===== src/rtl/ptc_pkg.sv =====
// Shared PWM timer definitions: register offsets, control bits, write sizes, sequencer states.
package ptc_pkg;

   localparam logic [5:0] PTC_CNTR = 6'h00;
   localparam logic [5:0] PTC_HRC  = 6'h04;
   localparam logic [5:0] PTC_LRC  = 6'h08;
   localparam logic [5:0] PTC_CTRL = 6'h0C;

   localparam int unsigned CTRL_EN_BIT = 0;
   localparam int unsigned CTRL_OE_BIT = 2;
   localparam logic [8:0]  CTRL_RUN_DFLT =
      9'((32'd1 << CTRL_EN_BIT) | (32'd1 << CTRL_OE_BIT));

   localparam logic [1:0] WR_32   = 2'b10;
   localparam logic [1:0] WR_IDLE = 2'b11;

   typedef enum logic [3:0] {
      IDLE, W_STOP, W_CNTR, W_HRC, W_LRC, W_RUN, RUN, R_HRC, R_LRC, HALT
   } seq_state_t;

endpackage


===== src/rtl/ptc_seq_ctrl_if.sv =====
// Host configuration / timer write-port bundle for the PWM segment sequencer.
interface ptc_seq_ctrl_if #(
   parameter int unsigned CW    = 16,
   parameter int unsigned DEPTH = 8,
   parameter int unsigned RPT_W = 8
);
   localparam int unsigned IDX_W = $clog2(DEPTH);

   logic             cfg_we;
   logic [IDX_W-1:0] cfg_idx;
   logic [CW-1:0]    cfg_hrc;
   logic [CW-1:0]    cfg_lrc;
   logic [RPT_W-1:0] cfg_rpt;
   logic             cfg_last;
   logic             start;
   logic             abort;
   logic             loop_en;
   logic             period_done;
   logic [5:0]       ptc_addr;
   logic [31:0]      ptc_wdata;
   logic [1:0]       ptc_write_n;
   logic             busy;
   logic [IDX_W-1:0] seg_idx;
   logic             done_irq;

   modport master (
      output cfg_we, cfg_idx, cfg_hrc, cfg_lrc, cfg_rpt, cfg_last,
             start, abort, loop_en, period_done,
      input  ptc_addr, ptc_wdata, ptc_write_n, busy, seg_idx, done_irq
   );

   modport slave (
      input  cfg_we, cfg_idx, cfg_hrc, cfg_lrc, cfg_rpt, cfg_last,
             start, abort, loop_en, period_done,
      output ptc_addr, ptc_wdata, ptc_write_n, busy, seg_idx, done_irq
   );

endinterface


===== src/rtl/ptc_seq_table.sv =====
// Segment table: one write port, one combinational read port. Contents are not reset.
module ptc_seq_table #(
   parameter int unsigned CW    = 16,
   parameter int unsigned DEPTH = 8,
   parameter int unsigned RPT_W = 8,
   localparam int unsigned IDX_W = $clog2(DEPTH)
) (
   input  logic             clk,
   input  logic             we,
   input  logic [IDX_W-1:0] wr_idx,
   input  logic [CW-1:0]    wr_hrc,
   input  logic [CW-1:0]    wr_lrc,
   input  logic [RPT_W-1:0] wr_rpt,
   input  logic             wr_last,
   input  logic [IDX_W-1:0] rd_idx,
   output logic [CW-1:0]    rd_hrc_c,
   output logic [CW-1:0]    rd_lrc_c,
   output logic [RPT_W-1:0] rd_rpt_c,
   output logic             rd_last_c
);

   logic [CW-1:0]    hrc_mem  [DEPTH];
   logic [CW-1:0]    lrc_mem  [DEPTH];
   logic [RPT_W-1:0] rpt_mem  [DEPTH];
   logic             last_mem [DEPTH];

   // Host write port
   always_ff @(posedge clk) begin
      if (we) begin
         hrc_mem[wr_idx]  <= wr_hrc;
         lrc_mem[wr_idx]  <= wr_lrc;
         rpt_mem[wr_idx]  <= wr_rpt;
         last_mem[wr_idx] <= wr_last;
      end
   end

   // Read port addressed by the sequencer
   always_comb begin
      rd_hrc_c  = hrc_mem[rd_idx];
      rd_lrc_c  = lrc_mem[rd_idx];
      rd_rpt_c  = rpt_mem[rd_idx];
      rd_last_c = last_mem[rd_idx];
   end

endmodule


===== src/rtl/ptc_seq_ctrl.sv =====
// PWM segment sequencer: programs the timer with table entries, advancing at period boundaries.
module ptc_seq_ctrl
   import ptc_pkg::*;
#(
   parameter int unsigned CW       = 16,
   parameter int unsigned DEPTH    = 8,
   parameter int unsigned RPT_W    = 8,
   parameter logic [8:0]  CTRL_RUN = CTRL_RUN_DFLT
) (
   input  logic              clk,
   input  logic              rst,
   ptc_seq_ctrl_if.slave     bus
);

   localparam int unsigned IDX_W = $clog2(DEPTH);

   seq_state_t       state, state_nxt;
   logic [IDX_W-1:0] seg_idx, idx_nxt, rd_idx;
   logic [RPT_W-1:0] rpt_cnt, rpt_nxt;
   logic             cur_last, last_nxt;
   logic [5:0]       addr, addr_nxt;
   logic [31:0]      wdata, wdata_nxt;
   logic [1:0]       write_n, write_n_nxt;
   logic             busy, busy_nxt;
   logic             done_irq, irq_nxt;
   logic             abort_hit_c;
   logic             seg_end_c;
   logic [CW-1:0]    tbl_hrc, tbl_lrc;
   logic [RPT_W-1:0] tbl_rpt;
   logic             tbl_last;

   ptc_seq_table #(.CW(CW), .DEPTH(DEPTH), .RPT_W(RPT_W)) u_table (
      .clk       (clk),
      .we        (bus.cfg_we),
      .wr_idx    (bus.cfg_idx),
      .wr_hrc    (bus.cfg_hrc),
      .wr_lrc    (bus.cfg_lrc),
      .wr_rpt    (bus.cfg_rpt),
      .wr_last   (bus.cfg_last),
      .rd_idx    (rd_idx),
      .rd_hrc_c  (tbl_hrc),
      .rd_lrc_c  (tbl_lrc),
      .rd_rpt_c  (tbl_rpt),
      .rd_last_c (tbl_last)
   );

   // Current entry is the final one (flagged, or the physical end of the table)
   assign seg_end_c   = cur_last || (seg_idx == IDX_W'(DEPTH - 1));
   assign abort_hit_c = bus.abort && (state != IDLE) && (state != HALT);

   // Read lookahead: entry 0 when starting, the following entry while running
   always_comb begin
      rd_idx = seg_idx;
      if (state == IDLE)
         rd_idx = '0;
      else if (state == RUN)
         rd_idx = seg_end_c ? '0 : seg_idx + IDX_W'(1);
   end

   // Next state, segment bookkeeping and next registered outputs
   always_comb begin
      state_nxt   = state;
      idx_nxt     = seg_idx;
      rpt_nxt     = rpt_cnt;
      last_nxt    = cur_last;
      addr_nxt    = '0;
      wdata_nxt   = '0;
      write_n_nxt = WR_IDLE;
      irq_nxt     = 1'b0;

      if (abort_hit_c) begin
         state_nxt = HALT;
      end else begin
         case (state)
            IDLE: if (bus.start) begin
               state_nxt = W_STOP;
               idx_nxt   = '0;
               rpt_nxt   = tbl_rpt;
               last_nxt  = tbl_last;
            end
            W_STOP: state_nxt = W_CNTR;
            W_CNTR: state_nxt = W_HRC;
            W_HRC:  state_nxt = W_LRC;
            W_LRC:  state_nxt = W_RUN;
            W_RUN:  state_nxt = RUN;
            RUN: if (bus.period_done) begin
               if (rpt_cnt != '0) begin
                  rpt_nxt = rpt_cnt - RPT_W'(1);
               end else if (!seg_end_c || bus.loop_en) begin
                  state_nxt = R_HRC;
                  idx_nxt   = rd_idx;
                  rpt_nxt   = tbl_rpt;
                  last_nxt  = tbl_last;
               end else begin
                  state_nxt = HALT;
                  irq_nxt   = 1'b1;
               end
            end
            R_HRC:  state_nxt = R_LRC;
            R_LRC:  state_nxt = RUN;
            HALT:   state_nxt = IDLE;
            default: state_nxt = IDLE;
         endcase
      end

      case (state_nxt)
         W_STOP, HALT: begin
            addr_nxt    = PTC_CTRL;
            write_n_nxt = WR_32;
         end
         W_CNTR: begin
            addr_nxt    = PTC_CNTR;
            write_n_nxt = WR_32;
         end
         W_HRC, R_HRC: begin
            addr_nxt    = PTC_HRC;
            wdata_nxt   = 32'(tbl_hrc);
            write_n_nxt = WR_32;
         end
         W_LRC, R_LRC: begin
            addr_nxt    = PTC_LRC;
            wdata_nxt   = 32'(tbl_lrc);
            write_n_nxt = WR_32;
         end
         W_RUN: begin
            addr_nxt    = PTC_CTRL;
            wdata_nxt   = 32'(CTRL_RUN);
            write_n_nxt = WR_32;
         end
         default: ;
      endcase

      busy_nxt = (state_nxt != IDLE);
   end

   // State, segment counters and registered outputs
   always_ff @(posedge clk or posedge rst) begin
      if (rst) begin
         state    <= IDLE;
         seg_idx  <= '0;
         rpt_cnt  <= '0;
         cur_last <= 1'b0;
         addr     <= '0;
         wdata    <= '0;
         write_n  <= WR_IDLE;
         busy     <= 1'b0;
         done_irq <= 1'b0;
      end else begin
         state    <= state_nxt;
         seg_idx  <= idx_nxt;
         rpt_cnt  <= rpt_nxt;
         cur_last <= last_nxt;
         addr     <= addr_nxt;
         wdata    <= wdata_nxt;
         write_n  <= write_n_nxt;
         busy     <= busy_nxt;
         done_irq <= irq_nxt;
      end
   end

   assign bus.ptc_addr    = addr;
   assign bus.ptc_wdata   = wdata;
   assign bus.ptc_write_n = write_n;
   assign bus.busy        = busy;
   assign bus.seg_idx     = seg_idx;
   assign bus.done_irq    = done_irq;

endmodule


===== src/flat_wrapper.sv =====
// flat-port wrapper written by rule: the top's interface ports become plain ports
module ptc_seq_ctrl_flat import ptc_pkg::*;
#(
   parameter int unsigned CW       = 16,
   parameter int unsigned DEPTH    = 8,
   parameter int unsigned RPT_W    = 8,
   parameter logic [8:0]  CTRL_RUN = CTRL_RUN_DFLT
)
  (clk, rst, bus_cfg_we, bus_cfg_idx, bus_cfg_hrc, bus_cfg_lrc, bus_cfg_rpt, bus_cfg_last, bus_start, bus_abort, bus_loop_en, bus_period_done, bus_ptc_addr, bus_ptc_wdata, bus_ptc_write_n, bus_busy, bus_seg_idx, bus_done_irq);
  ptc_seq_ctrl_if #(.CW(CW), .DEPTH(DEPTH), .RPT_W(RPT_W)) bus_i ();
  input  logic clk;
  input  logic rst;
  input wire logic [$bits(bus_i.cfg_we)-1:0] bus_cfg_we;
  input wire logic [$bits(bus_i.cfg_idx)-1:0] bus_cfg_idx;
  input wire logic [$bits(bus_i.cfg_hrc)-1:0] bus_cfg_hrc;
  input wire logic [$bits(bus_i.cfg_lrc)-1:0] bus_cfg_lrc;
  input wire logic [$bits(bus_i.cfg_rpt)-1:0] bus_cfg_rpt;
  input wire logic [$bits(bus_i.cfg_last)-1:0] bus_cfg_last;
  input wire logic [$bits(bus_i.start)-1:0] bus_start;
  input wire logic [$bits(bus_i.abort)-1:0] bus_abort;
  input wire logic [$bits(bus_i.loop_en)-1:0] bus_loop_en;
  input wire logic [$bits(bus_i.period_done)-1:0] bus_period_done;
  output wire logic [$bits(bus_i.ptc_addr)-1:0] bus_ptc_addr;
  output wire logic [$bits(bus_i.ptc_wdata)-1:0] bus_ptc_wdata;
  output wire logic [$bits(bus_i.ptc_write_n)-1:0] bus_ptc_write_n;
  output wire logic [$bits(bus_i.busy)-1:0] bus_busy;
  output wire logic [$bits(bus_i.seg_idx)-1:0] bus_seg_idx;
  output wire logic [$bits(bus_i.done_irq)-1:0] bus_done_irq;
  assign bus_i.cfg_we = bus_cfg_we;
  assign bus_i.cfg_idx = bus_cfg_idx;
  assign bus_i.cfg_hrc = bus_cfg_hrc;
  assign bus_i.cfg_lrc = bus_cfg_lrc;
  assign bus_i.cfg_rpt = bus_cfg_rpt;
  assign bus_i.cfg_last = bus_cfg_last;
  assign bus_i.start = bus_start;
  assign bus_i.abort = bus_abort;
  assign bus_i.loop_en = bus_loop_en;
  assign bus_i.period_done = bus_period_done;
  assign bus_ptc_addr = bus_i.ptc_addr;
  assign bus_ptc_wdata = bus_i.ptc_wdata;
  assign bus_ptc_write_n = bus_i.ptc_write_n;
  assign bus_busy = bus_i.busy;
  assign bus_seg_idx = bus_i.seg_idx;
  assign bus_done_irq = bus_i.done_irq;
  ptc_seq_ctrl #(.CW(CW), .DEPTH(DEPTH), .RPT_W(RPT_W), .CTRL_RUN(CTRL_RUN)) u_core (.clk(clk), .rst(rst), .bus(bus_i));
endmodule

===== config.mk =====
export PLATFORM = sky130hd
export DESIGN_NAME = ptc_seq_ctrl_flat
export DESIGN_NICKNAME = d
export VERILOG_FILES = /design/src/rtl/ptc_pkg.sv /design/src/rtl/ptc_seq_ctrl_if.sv /design/src/rtl/ptc_seq_table.sv /design/src/rtl/ptc_seq_ctrl.sv /design/src/flat_wrapper.sv
export SDC_FILE = /design/constraint.sdc
export NUM_CORES = 1
export LEC_CHECK = 0
export CAP_MARGIN = 0
export CORE_MARGIN = 1.5
export CORE_UTILIZATION = 45
export CTS_CLUSTER_DIAMETER = 40
export DETAILED_ROUTE_END_ITERATION = 8
export GPL_TIMING_DRIVEN = 0
export PLACE_DENSITY_LB_ADDON = 0.15
export SLEW_MARGIN = 20
export SYNTH_ARGS = -nofsm -noshare
export SYNTH_HDL_FRONTEND = slang
export SYNTH_HIERARCHICAL = 1
export SYNTH_SLANG_ARGS = --single-unit

===== constraint.sdc =====
create_clock -name clk -period 3.7 [get_ports clk]
set_input_delay 0.74 -clock clk [delete_from_list [all_inputs] [get_ports clk]]
set_output_delay 0.74 -clock clk [all_outputs]
set_load 0.03 [all_outputs]

==> flow_metrics.py <==
metrics = {
    "synthesis": {
        "yosys.area.top_type": "edfxtp_1",
        "synth_cell_types": 70,
        "synthFlopType": "edfxtp_1",
        "synthMuxAreaShare": 0.1782,
        "synth_area_sq_mm": 0.01487,
        "yosysTopAreaCellShare": 0.6622,
        "synthTopCellsByCount": "328 x edfxtp_1, 80 x mux4_1, 43 x mux2_2",
        "synth_compound_area_frac": 0.03432,
        "async_flop_share": 0.1014,
        "synthAdderAreaFrac": 0.002524,
        "synthSimpleGateAreaFrac": 0.02742,
        "avgSynthCellArea_sq_um": 21.25,
        "yosysMostFrequentCell": "edfxtp_1",
        "synth_area_leaders": "edfxtp_1 66%, mux4_1 14%, dfrtp_1 6.1%",
        "ys_ff_latch": 365,
        "netlist_instances": 700,
        "synth_xor_area_frac": 0.001766,
        "yosysSeqAreaShare": 0.7245,
        "yosys_warnings": 6,
        "synth-edff-count": 328,
        "synth_top_family_by_area": "multiplexers",
    },
    "place": {
        "dp_hpwl_mm": 20.34,
        "dp_cells": 1256,
        "port_buffers": 74,
        "pre_cts_slack_ns": 0.2737,
        "place_area_sq_mm": 0.01675,
        "place_congestion": 0.8056,
    },
    "worst_setup_path": {
        "rr_startpoint": "u_core/bus.seg_idx[0]",
        "r2r_slack_ns": 0.31,
        "critPathLaunchType": "flip-flop",
        "worst_setup_path_end_kind": "flip-flop",
        "arrival_ns": 3.80,
        "crit_fanout": 10,
        "critPathKind": "reg2reg",
        "cp.required_ns": 4.11,
        "r2r-end": "u_core/bus.ptc_wdata[2]",
        "ff2ff_path_depth": 10,
    },
    "power_and_ir_drop": {
        "sw_frac_of_total": 0.2645,
        "power.switching_uw": 3165,
        "combPwrFrac": 0.197,
        "p_per_area_mw_per_mm2": 649.8,
        "p_seq_frac": 0.410,
        "ir_worst_vdd_uv": 417.0,
        "power.static_leakage_uw": 0.006313,
        "intPower_uw": 8801,
        "p_clk_frac": 0.393,
    },
    "die": {
        "rows": 66,
        "die_w_microns": 184.8,
        "initial_core_util": 0.4572,
        "dieArea_sq_mm": 0.03415,
        "num_io_pins": 96,
        "die_y_microns": 184.8,
        "core_area_sq_mm": 0.03254,
    },
    "global_route": {
        "grt.total_usage": 0.1894,
        "antenna_found_initial": 2,
        "grt_start_max_net_pins": 31,
        "grt_pass1_wl_mm": 46.80,
        "overflow": 0,
        "grt_pass1_vias": 7571,
    },
    "clock_tree": {
        "holdBufCountCts": 0,
        "cts_buffer_depth": 3,
        "cts.sinks": 365,
        "htree_levels": 2,
        "postCtsSetupBuffers": 0,
        "cts_buffers": 48,
        "clk_latency_ns": 0.54,
        "path_clk_slew_ns": 0.06,
        "cts_tree": "done",
        "cts_resized": 0,
        "root_buffer": "clkbuf_16",
    },
    "detailed_routing": {
        "routed_wl_mm": 31.25,
        "drcViolationCount": 0,
        "drt_iter0_markers": 549,
        "route.vias.total": 7323,
        "dr.pass1.iters": 5,
        "via_per_inst": 5.453,
        "antenna_left": 0,
        "wl_per_cell_microns": 23.27,
    },
    "timing": {
        "holdWs_ns": 0.4416,
        "hold_violations": 0,
        "slew_headroom": 0.4589,
        "drv_slew": 0,
        "worstMarginPinSlew_ns": 0.8117,
        "setup_tns_ns": 0,
        "rsz0062_at_grt": "false",
        "worst_slack_ns": 0.3093,
        "period_needed_ns": 3.391,
        "fin_worst_skew_ns": 0.02024,
        "finalCritPeriodShare": 0.9164,
        "clock.fmax_mhz": 294.9,
        "setup_viol": 0,
    },
    "final_layout": {
        "layout-drive-gt1-share": 0.2400,
        "nets": 918,
        "area_growth_syn_to_layout_pct": 23.80,
        "fill_cells": 2491,
        "fin_area_sq_mm": 0.01841,
        "layout.cells.non_filler": 1343,
    },
    "status": {
        "outcome": "complete, no violations",
    },
    "worst_hold_path": {
        "min_path_type": "in2async",
    },
    "job": {
        "drv_cap": 0,
    },
}
[flip-flops by register name (all words and copies together), names as in the netlist]
| name | count |
|---|---|
| u_core/u_table/hrc_mem | 128 |
| u_core/u_table/lrc_mem | 128 |
| u_core/u_table/rpt_mem | 64 |
| u_core/bus.ptc_wdata | 16 |
| u_core/rpt_cnt | 8 |
| u_core/u_table/last_mem | 8 |
| u_core/state | 4 |
| u_core/bus.seg_idx | 3 |
| u_core/bus.ptc_addr | 2 |
| u_core/bus.busy | 1 |
| u_core/bus.done_irq | 1 |
| u_core/bus.ptc_write_n | 1 |
| u_core/cur_last | 1 |
[cell usage in the layout (no fill, tap or decap), types with 3 or more instances in the layout]
cell / synthesis / final
edfxtp_1: 328 / 328
mux4_1: 80 / 80
clkdlybuf4s50_1: 0 / 74
clkbuf_16: 0 / 49
mux2_2: 43 / 43
dfrtp_1: 36 / 36
buf_4: 21 / 21
conb_1: 2 / 21
o21ai_0: 15 / 15
buf_6: 12 / 14
nor2_1: 18 / 12
a21oi_1: 12 / 12
clkbuf_1: 5 / 10
buf_16: 0 / 10
inv_1: 10 / 9
nand2_1: 9 / 9
a22o_1: 9 / 9
buf_1: 8 / 8
inv_8: 0 / 7
bufinv_16: 0 / 6
inv_6: 0 / 6
nor2_4: 0 / 6
buf_8: 0 / 6
clkbuf_8: 2 / 5
buf_2: 5 / 5
a22o_2: 5 / 5
nor3_1: 6 / 4
nand3_1: 4 / 4
nand2b_1: 4 / 4
nor3b_1: 4 / 4
buf_12: 1 / 4
clkinv_2: 0 / 3
clkinv_1: 0 / 3
nor3_4: 1 / 3
a22oi_1: 3 / 3
ha_1: 3 / 3
[logic make-up after synthesis]
group / Yosys count
compound gates: 69
other cells: 2
mux: 127
buf+inv: 65
xor+xnor: 3
fa+ha+maj: 3
simple gates: 66
flops: 365
[worst max path at each step]
stage / startpoint / cells after the start / slack [ns] / to
after CTS: u_core/bus.seg_idx[0] / 10 / 0.27 / u_core/bus.ptc_wdata[2]
after floorplan: bus_cfg_idx[2] / 2 / 0.58 / u_core/u_table/hrc_mem[3][0]
after detailed placement: u_core/bus.seg_idx[0] / 10 / 0.27 / u_core/bus.ptc_wdata[2]
after global routing: u_core/bus.seg_idx[0] / 10 / 0.03 / u_core/bus.ptc_wdata[2]
final: u_core/bus.seg_idx[0] / 10 / 0.31 / u_core/bus.ptc_wdata[2]
after global placement: bus_cfg_idx[1] / 3 / -1.91 / u_core/u_table/last_mem[5]
[metal layers]
metal  vias up  track usage  share of wire
met3        54      0.03578          0.064
met1      3761       0.2536           0.42
met5         -            0        0.00042
met4         2      0.04683          0.019
li1       3272            -              -
met2       234       0.3217           0.50
[final cells by class]
type,instances,area [sq um],share of cell area
Antenna cell,1,2.502,0.0001359
Inverter,10,37.54,0.002038
Timing Repair Buffer,95,1189,0.06455
Multi-Input combinational cell,289,3780,0.2053
Tap cell,442,553.0,0.03003
Clock inverter,29,370.4,0.02011
Clock buffer,57,1286,0.06985
Sequential cell,365,10780,0.5852
Buffer,55,419.2,0.02276
[critical path, cell delays in order (launching register included)]
cell and delay (ns):
dfrtp_1 0.42, ha_1 0.22, ha_1 0.21, nor3_1 0.23
nand2_1 0.12, a21oi_1 0.14, clkbuf_2 0.29, buf_1 0.62
mux4_1 0.39, mux2_2 0.31, a221o_1 0.32
[power by group through the flow]
stage / logic (uW) / registers (uW) / clock network (uW)
floorplan: 1440 / 5090 / 0
global placement: 2300 / 4990 / 0
detailed placement: 2360 / 4990 / 0
CTS: 2390 / 4910 / 4790
global route: 2530 / 4930 / 4970
finish: 2350 / 4910 / 4700
[stage by stage]
stage / power (uW) / utilization
6_report: 11970 / 0.5660
5_1_grt: 12430 / 0.5659
4_1_cts: 12090 / 0.5659
3_5_place_dp: 7357 / 0.5150
3_3_place_gp: 7283 / 0.4994
2_1_floorplan: 6537 / -
No activity file was read; power rests on OpenSTA's default activity.
==> RTL edit, RTL diff (same flow settings) <==
Re-encode `seq_state_t` (10 states) as Gray code, 4 bits wide.
--- a/src/rtl/ptc_pkg.sv
+++ b/src/rtl/ptc_pkg.sv
@@ -15,7 +15,7 @@
    localparam logic [1:0] WR_IDLE = 2'b11;
 
    typedef enum logic [3:0] {
-      IDLE, W_STOP, W_CNTR, W_HRC, W_LRC, W_RUN, RUN, R_HRC, R_LRC, HALT
+      IDLE = 4'b0000, W_STOP = 4'b0001, W_CNTR = 4'b0011, W_HRC = 4'b0010, W_LRC = 4'b0110, W_RUN = 4'b0111, RUN = 4'b0101, R_HRC = 4'b0100, R_LRC = 4'b1100, HALT = 4'b1101
    } seq_state_t;
 
 endpackage
Formal check against the unedited RTL: no difference found for any inputs over 10 cycles, from zero or initial values and one cycle with rst high; not proved beyond that.
==> RTL edit against the original RTL <==
- total power is 12% higher
- cell count hardly changed
- routed wire length is 0.25% lower
- area after synthesis is 0.71% lower
- final area is 0.12% lower
- setup slack worse by 0.0090 ns
- sequential cell count stayed put
- global-route usage is 0.11 points higher
- highest routed layer unchanged
==> RTL edit: results <==
[outcome]
status = complete, no violations

[clocking]
post_cts_buffers = 0
max-clock-path-buffers = 3
clk_latency_ns = 0.56
cts_tree = done

[sta]
whs_ns = 0.477
relSlewSlack_pct = 27.7
finClkSkew_ns = 0.0271
fin_tns_setup_ns = 0
period_share_pct = 91.9

[synthesis]
synth_xor_area_share_pct = 0.119
synth_compound_area_share_pct = 2.93
synthTopCellsByCount = 328 x edfxtp_1, 80 x mux4_1, 43 x mux2_2
synth_ff_type = edfxtp_1
synth_cells = 697
ys_top_cells_by_area = edfxtp_1 67%, mux4_1 14%, dfrtp_1 6.1%, mux2_2 3.3%, buf_4 1.1%
synth.mux.area_fraction_pct = 17.9
yosys.area_share.adder_pct = 0.254
ys_seq_area_share_pct = 73.0
netlist-cell-type-count = 60

[final_layout]
nets = 917
clock_area_share_pct = 9.16
sh_seq_area_pct = 58.6
n_all_buffers = 151
diodes = 0
nClkBuffers = 54
buffer_area_share_pct = 8.79
drive_gt1_share_pct = 23.9
multi_input_area_share_pct = 20.3
inverters_excl_clock = 8
n_fill_cell = 2412

[route]
wl_met3_um = 1580
wl_met1_um = 12900
wirelength_um = 31200
vias = 7302
route.met2.wl_um = 16100
drt_iter0_markers = 320
post_drt_wl_per_cell_um = 23.2

[hold_path]
hold_class = input port to asynchronous set/reset pin

[placement]
gp_congestion = 0.795
placed_cell_area_um2 = 16700
place_hpwl_um = 20100
pre_cts_ws_ns = -0.0364

[global_route]
antenna_found_initial = 1
gr-usage-all-layers_pct = 19.1
grt_pass1_wl_um = 46600
grt_max_degree = 26
grt_pass1_vias = 7687

[setup_path]
cp-endpoint = u_core/bus.ptc_wdata[2]$_DFF_PP0_
worst-r2r-cell-count = 9
reg2reg_from = u_core/state[2]$_DFF_PP0_
cp_slowest_cell = clkbuf_1
start_kind = flip-flop
slowest_delay_ns = 0.66
cp_data_arrival_time_ns = 3.82
r2r_setup_slack_ns = 0.30

[floorplan]
rows = 66

[power_and_ir_drop]
ir_drop_uv = 597
leakage_nw = 6.32
==> RTL edit: report_power, final <==
| part | total [mW] | internal [mW] | switching [mW] |
|---|---|---|---|
| Clock | 4.74 | 2.96 | 1.78 |
| Sequential | 4.96 | 4.81 | 0.155 |
| Combinational | 3.68 | 1.76 | 1.92 |
| Total | 13.4 | 9.53 | 3.85 |
==> RTL edit: what timing repair did <==
action | 4_1_cts | 5_1_grt
endpoints found under the hold margin | 0 | 0
endpoints found under the setup margin | 2 | 15
gates resized for setup | 3 | 5
pin swaps | 0 | 0
gates cloned | 0 | 0
==> RTL edit: logic make-up (layout without fill, tap and decap cells) <==
group,Yosys count,after routing
DFF,365,365
muxes,126,126
and+or+nand+nor,77,77
buffers and inverters,62,248
AOI/OAI and AO/OA,60,60
adders and majority gates,3,3
other,2,21
xor gates and xnor gates,2,2
==> RTL edit: routing by layer <==
metal,track usage (%),vias to the layer above
li1,-,3269
met1,24.4,3781
met2,33.3,202
met3,3.62,48
met4,5.18,2
met5,0,-
